==> config.mk <==
export PLATFORM = sky130hd
export DESIGN_NAME = piso_tx
export DESIGN_NICKNAME = d
export VERILOG_FILES = /design/src/rtl/piso_pkg.sv /design/src/rtl/piso_bit_counter.sv /design/src/rtl/piso_tx.sv
export SDC_FILE = /design/constraint.sdc
export NUM_CORES = 1
export LEC_CHECK = 0
export CAP_MARGIN = 30
export CORE_AREA = 2 2 39 41
export DETAILED_ROUTE_END_ITERATION = 10
export DIE_AREA = 0 0 41 43
export GPL_TIMING_DRIVEN = 0
export PLACE_DENSITY_LB_ADDON = 0.08
export SETUP_SLACK_MARGIN = 0.1
export SYNTH_ARGS = -nofsm -noshare
export SYNTH_HDL_FRONTEND = slang
export SYNTH_HIERARCHICAL = 1
export SYNTH_SLANG_ARGS = --single-unit
==> constraint.sdc <==
create_clock -name clk -period 2.3 [get_ports clk]
set_input_delay 0.46 -clock clk [delete_from_list [all_inputs] [get_ports clk]]
set_output_delay 0.46 -clock clk [all_outputs]
set_load 0.01 [all_outputs]
==> src/rtl/piso_pkg.sv <==
// piso_pkg: shared state encodings, default width and counter-width helper for piso_tx
package piso_pkg;

    typedef enum logic [1:0] {
        IDLE   = 2'd0,
        SHIFT  = 2'd1,
        PARITY = 2'd2
    } state_t;

    localparam int DEFAULT_WIDTH = 4;

    function automatic int cnt_bits(input int width);
        return (width > 2) ? $clog2(width) : 1;
    endfunction

endpackage

==> src/rtl/piso_bit_counter.sv <==
// piso_bit_counter: data-bit counter that flags the last bit of a frame and never wraps
module piso_bit_counter
    import piso_pkg::*;
#(
    parameter int WIDTH = DEFAULT_WIDTH
) (
    input  logic clk,
    input  logic reset,
    input  logic clear,
    input  logic advance,
    output logic last
);

    localparam int CW = cnt_bits(WIDTH);

    logic [CW-1:0] cnt;

    assign last = (cnt == CW'(WIDTH - 1));

    // count enabled shifts; clear on load, saturate at the terminal value
    always_ff @(posedge clk) begin
        if (!reset)
            cnt <= '0;
        else if (clear)
            cnt <= '0;
        else if (advance && !last)
            cnt <= cnt + 1'b1;
    end

endmodule

==> src/rtl/piso_tx.sv <==
// piso_tx: parallel-in serial-out transmitter, MSB first; PISO_PARITY_EN appends an even-parity bit
module piso_tx
    import piso_pkg::*;
#(
    parameter int WIDTH = DEFAULT_WIDTH
) (
    input  logic             clk,
    input  logic             reset,
    input  logic             enable,
    input  logic             load,
    input  logic [WIDTH-1:0] P_in,
    output logic             S_out,
    output logic             busy,
    output logic             done
);

    state_t           state, state_next;
    logic [WIDTH-1:0] shreg;
    logic             last, done_next, start, shifting;

    assign start    = (state == IDLE) && load;
    assign shifting = (state == SHIFT) && enable;

    piso_bit_counter #(.WIDTH(WIDTH)) u_cnt (
        .clk     (clk),
        .reset   (reset),
        .clear   (start),
        .advance (shifting),
        .last    (last)
    );

`ifdef PISO_PARITY_EN
    logic par;

    // latch the even-parity bit of the word when it is captured
    always_ff @(posedge clk) begin
        if (!reset)
            par <= 1'b0;
        else if (start)
            par <= ^P_in;
    end

    assign S_out = (state == SHIFT) ? shreg[WIDTH-1] : (state == PARITY) ? par : 1'b0;
`else
    assign S_out = (state == SHIFT) ? shreg[WIDTH-1] : 1'b0;
`endif

    assign busy = (state != IDLE);

    // next-state and done decode
    always_comb begin
        state_next = state;
        done_next  = 1'b0;
        case (state)
            IDLE:  if (load) state_next = SHIFT;
            SHIFT: if (enable && last) begin
`ifdef PISO_PARITY_EN
                state_next = PARITY;
`else
                state_next = IDLE;
                done_next  = 1'b1;
`endif
            end
`ifdef PISO_PARITY_EN
            PARITY: if (enable) begin
                state_next = IDLE;
                done_next  = 1'b1;
            end
`endif
            default: state_next = IDLE;
        endcase
    end

    // state, shift register and registered done pulse
    always_ff @(posedge clk) begin
        if (!reset) begin
            state <= IDLE;
            shreg <= '0;
            done  <= 1'b0;
        end else begin
            state <= state_next;
            done  <= done_next;
            if (start)
                shreg <= P_in;
            else if (shifting)
                shreg <= {shreg[WIDTH-2:0], 1'b0};
        end
    end

endmodule

After elaboration in Yosys (flattened, before gate mapping)
Cells that the tools add are included.

Register bits: 9. Latch bits: 0. RAM bits: 0. Memory bits (read-only): 0. Input bits: 8. Output and inout port bits: 3. Memories kept: 0.

Add/subtract/negate cells: 1. $mul: 0. Divide/modulo/power cells: 0. $lt $le $gt $ge: 0. Eq/ne operators: 4. Shifts and indexed selects: 0. Muxes and demuxes: 7. Bitwise gates (word level): 1. Reductions and logical operators: 11.

Operator list (count): 4-bit two-way mux (2); 1-bit logical AND (4); 2-bit two-way mux (2); 2-bit one-hot mux with 2 select lines (1); 2-bit AND reduction (2); 2-bit nonzero test (2); 2-bit by 1-bit adder with 2-bit output (second input constant) (1); 2-bit by 1-bit == test with 1-bit output (second input constant) (1); 2-bit == test (second input constant) (1); 2-bit logical NOT (1); 1-bit two-way mux (2); 2-bit by 1-bit inequality test with 1-bit output (second input constant) (1); 2-bit inequality test (second input constant) (1); 2-bit OR reduction (1); 1-bit logical NOT (1); 1-bit inverter (1).

Logic depth before layout (Yosys ltp)
Gate-level depths: netlist (run 1).

Depth after elaboration: 4. Gate-level depth with buffers: 5.

Cells and area by module
Netlist (run 1), hierarchy kept.

By module, submodules not included: piso_tx (times used 1, cells an instance 26, area an instance 250.2 µm², seq. area each 120.1 µm²); piso_bit_counter (times used 1, cells an instance 9, area an instance 98.8 µm², seq. area each 40.0 µm²).

Worst setup path before layout (run 1)
OpenSTA, ideal clock, no wires.

Path type: register to register. Start point: register state[0]. End point: register u_cnt.cnt[1]. Library setup time: 114 ps. Arrival: 1046 ps. Setup slack: 1139 ps. Cell stages (with the launch flop): 6. Buffers on the path: 0. Clock period less this slack: 1161 ps. Path through: dfxtp_1 > nand2_1 > inv_1 > nor2b_4 > mux2i_1 > nor2_1.

Cells in the longest elaborated chain, start to end: 3.

Ends and longest elaborated chain: start, declared (line piso_tx.sv:17) `state_t state, state_next;`; start signal, assigned (line piso_tx.sv:81) `state <= state_next;`; 2-bit by 1-bit == test with 1-bit output (line piso_tx.sv:22) `assign shifting = (state == SHIFT) && enable;`; 1-bit logical AND (line piso_tx.sv:22); net shifting (line piso_tx.sv:19) `logic last, done_next, start, shifting;`; 1-bit logical AND (line piso_bit_counter.sv:26) `else if (advance && !last)`; end signal, assigned (line piso_bit_counter.sv:27) `cnt <= cnt + 1'b1;`; end, declared (line piso_bit_counter.sv:16) `logic [CW-1:0] cnt;`.

The timed path passes the listed nets, and every way through them passes these cells. A chain may end at the register's enable or synchronous reset.

Worst setup path after layout (run 1)
Start point: register state[0]. End point: output port S_out.

Cells in the longest elaborated chain, start to end: 2.

Ends and longest elaborated chain: 2-bit by 1-bit == test with 1-bit output (line piso_tx.sv:45) `assign S_out = (state == SHIFT) ? shreg[WIDTH-1] : 1'b0;`; 1-bit two-way mux (line piso_tx.sv:45); end, declared (line piso_tx.sv:12) `output logic S_out,`.

Every way passes these cells.

==> results.yml, run 1 <==
status:
  status: "complete, no violations"
power_and_ir_drop:
  seqPwrFrac: 0.502
  intPower_w: 0.0002345
  p_switching_w: 0.00006662
  vdd.ir_drop.worst_mv: 0.2531
  pwr-share-comb: 0.150
  p_clk_frac: 0.348
  p_leak_nw: 0.2049
  p_per_area_nw_per_um2: 612.3
  switching_share: 0.2213
setup_path:
  critPathKind: "reg -> out"
  cp-start-kind: "flop"
  critPathCaptureType: "output pin"
  cp_slowest_cell: "clkdlybuf4s50_1"
  crit_required_ns: 1.84
  crit_fanout: 6
  crit_buf_inv: 1
  cpLargestDelayFamily: "buffers and inverters"
  worstPathCellList: "and2_2 -> clkdlybuf4s50_1"
  arrival_ns: 1.34
  critical-path-max-stage-delay_ns: 0.52
floorplan:
  die_h_um: 43
  rows: 14
  die_area_um2: 1763
  initial_core_util: 0.2523
  core_area_um2: 1384
  io_pins: 11
  die_w_um: 41
cts:
  postCtsSetupBuffers: 0
  cts_sinks: 8
  clk_latency_ns: 0.25
  cts_tree: "built"
  hold_buffers: 0
  clkTransAtPathRegs_ns: 0.05
  cts.path.max_buffers: 2
  cts_resized: 0
  htreeDepth: 1
  cts_buffers: 3
  root_buffer: "clkbuf_4"
global_route:
  grt_pass1_vias: 204
  track_usage: 0.07545
  grt_pass1_wl_um: 779
  antenna_found_initial: 0
  grt_start_max_net_pins: 9
  grt_overflow_total: 0
final_layout:
  area_growth_pct: 40.86
  layout_commonest_cell: "clkdlybuf4s50_1"
  fin_nets: 59
  diodes: 0
  drive_gt1_frac: 0.1458
  layout_common_cells: "10 x clkdlybuf4s50_1, 8 x dfxtp_1, 5 x mux2i_1"
  seq_area_um2: 160.2
  finalInstanceArea_um2: 491.7
  multi_input_area_um2: 173.9
  fillerInstances: 145
sta:
  period_needed_ns: 1.802
  worstMarginPinSlew_ns: 0.2182
  setup_violations: 0
  relSlewSlack: 0.8541
  max_freq_ghz: 0.5551
  skew_ns: 0.0009707
  period_share: 0.7833
  timing.hold.ws_ns: 0.5044
  fin_tns_setup_ns: 0
  rsz0062_at_grt: "false"
  drv_slew: 0
  finalHoldViolCount: 0
detailed_routing:
  met2_length_um: 279
  wl_per_cell_um: 9.688
  antenna_left: 0
  drc: 0
  wirelength_um: 620
  firstDrtPassIters: 4
  met1Wirelength_um: 290
  drt_iter0_drc: 2
  routed_via_density: 4.234
  met3_length_um: 50
  dr.max_layer_used: "met3"
  num_vias: 271
placed_design:
  io_buffers: 10
  place_congestion: 0.6474
  hpwl_um: 481.3
  dpl-instance-area_um2: 469.2
run:
  drv_cap: 0
worst_hold_path:
  hold_path_class: "reg -> reg"
synthesis:
  synth_warnings: 6
  netlist_instances: 35
  synthDistinctLibCells: 16
  ys_seq_area_frac: 0.4588
  syn_nets: 44
  synth_area_um2: 349.1
  ys_seq_elements: 8
  synth.avg_cell_area_um2: 9.974
-- logic make-up (layout without fill, tap and decap cells) --
kind of cell | Yosys count | after routing | share of synthesized area
buffers and inverters | 2 | 15 | 0.04300
XOR/XNOR | 1 | 1 | 0.02509
AO/OA/AOI/OAI | 8 | 8 | 0.1183
flip-flops | 8 | 8 | 0.4588
AND/OR/NAND/NOR | 10 | 10 | 0.1757
adder cells (fa/ha/maj) | 1 | 1 | 0.03584
multiplexers | 5 | 5 | 0.1434
-- area by class of cell --
| cell class | count | area share |
|---|---|---|
| multi-input cells | 25 | 0.3537 |
| flip-flops and latches | 8 | 0.3257 |
| repair buffers | 10 | 0.2036 |
| clock buffers | 3 | 0.04580 |
| well taps | 16 | 0.04071 |
| plain buffers | 1 | 0.02290 |
| inverters | 1 | 0.007634 |
-- metrics by stage --
stage	std cells	util	setup slack, ns	power, W
floorplan	35	-	1.139	0.0001785
global placement	61	0.3391	0.5922	0.0001983
detailed placement	61	0.3391	0.5516	0.0001999
CTS	64	0.3553	0.4736	0.0003068
global route	64	0.3553	0.4283	0.0003170
finish	64	0.3553	0.4984	0.0003011
-- registers in the layout, indices dropped and copies added (netlist names) --
name and count:
u_cnt/cnt 2, done 1, shreg 4, state 1
-- path summary, 6_finish.rpt --
path,from,endpoint,slack [ns],depth (start not counted)
worst max-delay path,state[0],S_out,0.50,2
worst min-delay path,shreg[0],shreg[0],0.50,2
worst min register to register,shreg[0],shreg[0],0.50,2
worst max register to register,state[0],u_cnt/cnt[1],1.09,5
-- worst reg2reg max path: cells and delay by family (launching register included) --
family / cells / cell delay, ns
buffers and inverters: 1 / 0.11
flip-flops: 1 / 0.41
multiplexers: 1 / 0.19
AND/OR/NAND/NOR: 3 / 0.40
-- power groups by stage --
stage / sequential [W] / combinational (W) / clock, W
5_1_grt: 0.000152 / 0.0000490 / 0.000116
3_3_place_gp: 0.000154 / 0.0000446 / 0
2_1_floorplan: 0.000154 / 0.0000247 / 0
4_1_cts: 0.000151 / 0.0000459 / 0.000109
6_report: 0.000151 / 0.0000451 / 0.000105
3_5_place_dp: 0.000154 / 0.0000456 / 0
-- synth_stat cells --
cell / n / area [µm²]
o21ai_0: 4 / 20.02
a31oi_1: 1 / 6.260
nand2_1: 2 / 7.510
a21oi_1: 3 / 15.01
nor2b_4: 1 / 13.76
ha_1: 1 / 12.51
and2_2: 1 / 7.510
dfxtp_1: 8 / 160.2
nand2b_1: 1 / 6.260
mux2i_1: 5 / 50.05
inv_1: 1 / 3.750
nor2_1: 3 / 11.26
and3_1: 1 / 6.260
buf_6: 1 / 11.26
nor2b_2: 1 / 8.760
xnor2_1: 1 / 8.760
-- routing by layer --
layer	vias to the layer above	global-route usage
met2	9	0.09063
met5	-	0
met3	0	0.03141
met1	116	0.08091
met4	0	0.1000
li1	146	-
No activity file was read; power rests on OpenSTA's default activity.
==> run 2, diff against run 1 <==
Clock period 2.3 ns to 1.5 ns, I/O delays scaled along.
==> run 2 against run 1 <==
Compared with the run above:
- sequential share of layout area up 0.51 points
- critical path type unchanged
- clock skew shrank 0.00054 ns
- combinational power grew 48%
- design area up 0.76%
- non-clock buffer count did not move
- register-to-register slack got worse by 0.72 ns
- sequential power is 54% higher
- largest power group unchanged
- highest routed layer unchanged
==> results.yml, run 2 (synthesis results as in run 1) <==
floorplan:
  io_pins: 11
  initial_core_util: 0.2523
  die_h_um: 43
  rows: 14
  core_area_um2: 1384
  die_area_um2: 1763
  die_w_um: 41
cts:
  cts_sinks: 8
  hold_buffers: 0
  cts.path.max_buffers: 2
  clkTransAtPathRegs_ns: 0.05
  root_buffer: "clkbuf_4"
  clk_latency_ns: 0.25
  cts_tree: "built"
  cts_buffers: 3
  htreeDepth: 1
placed_design:
  io_buffers: 10
  placed_cells: 61
  hpwl_um: 481.3
  place_congestion: 0.6474
  dp_worst_setup_slack_ns: -0.08839
setup_path:
  critPathKind: "reg -> out"
  crit_buf_inv: 1
  cpLargestDelayFamily: "flip-flops"
  critical-path-max-stage-delay_ns: 0.36
  crit_fanout: 6
  arrival_ns: 1.03
  crit_required_ns: 1.20
  critPathCaptureType: "output pin"
  worstPathCellList: "and2_2 -> dlygate4sd2_1"
  cp-start-kind: "flop"
  regToRegStartpoint: "state[0]"
  cp_slowest_cell: "dfxtp_4"
  startpoint: "state[0]"
final_layout:
  top_register: "shreg"
  diodes: 0
  area_growth_pct: 41.94
  stdcell_count: 64
  layout_common_cells: "7 x dfxtp_1, 7 x clkdlybuf4s50_1, 5 x mux2i_1"
  fin_nets: 59
  largest_register_ffs: 4
  drive_gt1_frac: 0.1667
  largestRegisters: "shreg: 4 flops, u_cnt/cnt: 2 flops"
global_route:
  grt.met3_usage: 0.03141
  met2_usage: 0.09063
  grt_overflow_total: 0
  track_usage: 0.07545
  grt_pass1_wl_um: 779
  met1_usage: 0.08091
  antenna_found_initial: 0
  grt_pass1_vias: 204
  grt_start_max_net_pins: 9
  busiest_layer: "met4"
sta:
  relSlewSlack: 0.8550
  drv_slew: 0
  setup_violations: 0
  max_freq_ghz: 0.7494
  period_needed_ns: 1.334
  rsz0062_at_grt: "false"
  timing.hold.ws_ns: 0.4722
  period_share: 0.8896
  setup_ws_ns: 0.1656
  skew_ns: 0.0004309
  worstMarginPinSlew_ns: 0.2168
  finalHoldViolCount: 0
power_and_ir_drop:
  p_total_w: 0.0004582
  vdd.ir_drop.worst_mv: 0.3984
  p_per_area_nw_per_um2: 924.9
  p_leak_nw: 0.2311
detailed_routing:
  wl_per_cell_um: 9.609
  wirelength_um: 615
  drc: 0
  drt_iter0_drc: 2
  firstDrtPassIters: 2
  num_vias: 273
  routed_via_density: 4.266
  antenna_left: 0
worst_hold_path:
  hold_path.startpoint: "state[0]"
  hold_path_class: "reg -> reg"
run:
  drv_cap: 0
status:
  status: "complete, no violations"
-- run 2: cell types whose count changed in the layout (fill, tap and decap cells not counted) --
cell             delta
dfxtp_4             +1
dfxtp_1             -1
dlymetal6s2s_1      +1
clkdlybuf4s50_1     -3
dlygate4sd2_1       +2
-- run 2: power by group --
group / switching [W] / internal (W) / total, W
registers: 0.00000720 / 0.000224 / 0.000232
logic: 0.0000254 / 0.0000415 / 0.0000669
clock network: 0.0000685 / 0.0000912 / 0.000160
-- run 2: per-layer routing --
metal	vias to the layer above	routed length [µm]
met5	-	0
met4	0	0
met3	0	47
met2	9	270
met1	117	297
li1	147	-
-- run 2: final cells by class --
| type | count | area, µm² |
|---|---|---|
| Fill cell | 146 | 888.4 |
| Multi-Input combinational cell | 25 | 173.9 |
| Sequential cell | 8 | 163.9 |
| Timing Repair Buffer | 10 | 100.1 |
| Clock buffer | 3 | 22.52 |
| Tap cell | 16 | 20.02 |
| Buffer | 1 | 11.26 |
| Inverter | 1 | 3.754 |
-- run 2: timing repair --
| item | in CTS | in global routing |
|---|---|---|
| buffers inserted | 0 | 0 |
| pin swaps | 0 | 0 |
| endpoints found under the setup margin | 2 | 1 |
| resized for setup | 4 | 1 |
-- run 2: worst register-to-register path, stage by stage (launching register included) --
cell     delay [ns]
dfxtp_4        0.36
nand2_1        0.15
inv_1          0.10
nor2b_4        0.16
mux2i_1        0.19
nor2_1         0.05
-- run 2: final timing paths --
path / to / slack (ns) / depth (start not counted)
worst min register to register: state[0] / 0.47 / 1
worst max register to register: u_cnt/cnt[1] / 0.37 / 5
worst max-delay path: S_out / 0.17 / 2
worst min-delay path: state[0] / 0.47 / 1
-- run 2: stage by stage --
stage	setup TNS [ns]	util	instance area, µm²
finish	0	0.3580	495.5
global placement	-0.04779	0.3391	469.2
CTS	0	0.3562	493.0
detailed placement	-0.1024	0.3391	469.2
global route	0	0.3580	495.5
floorplan	0	-	349.1
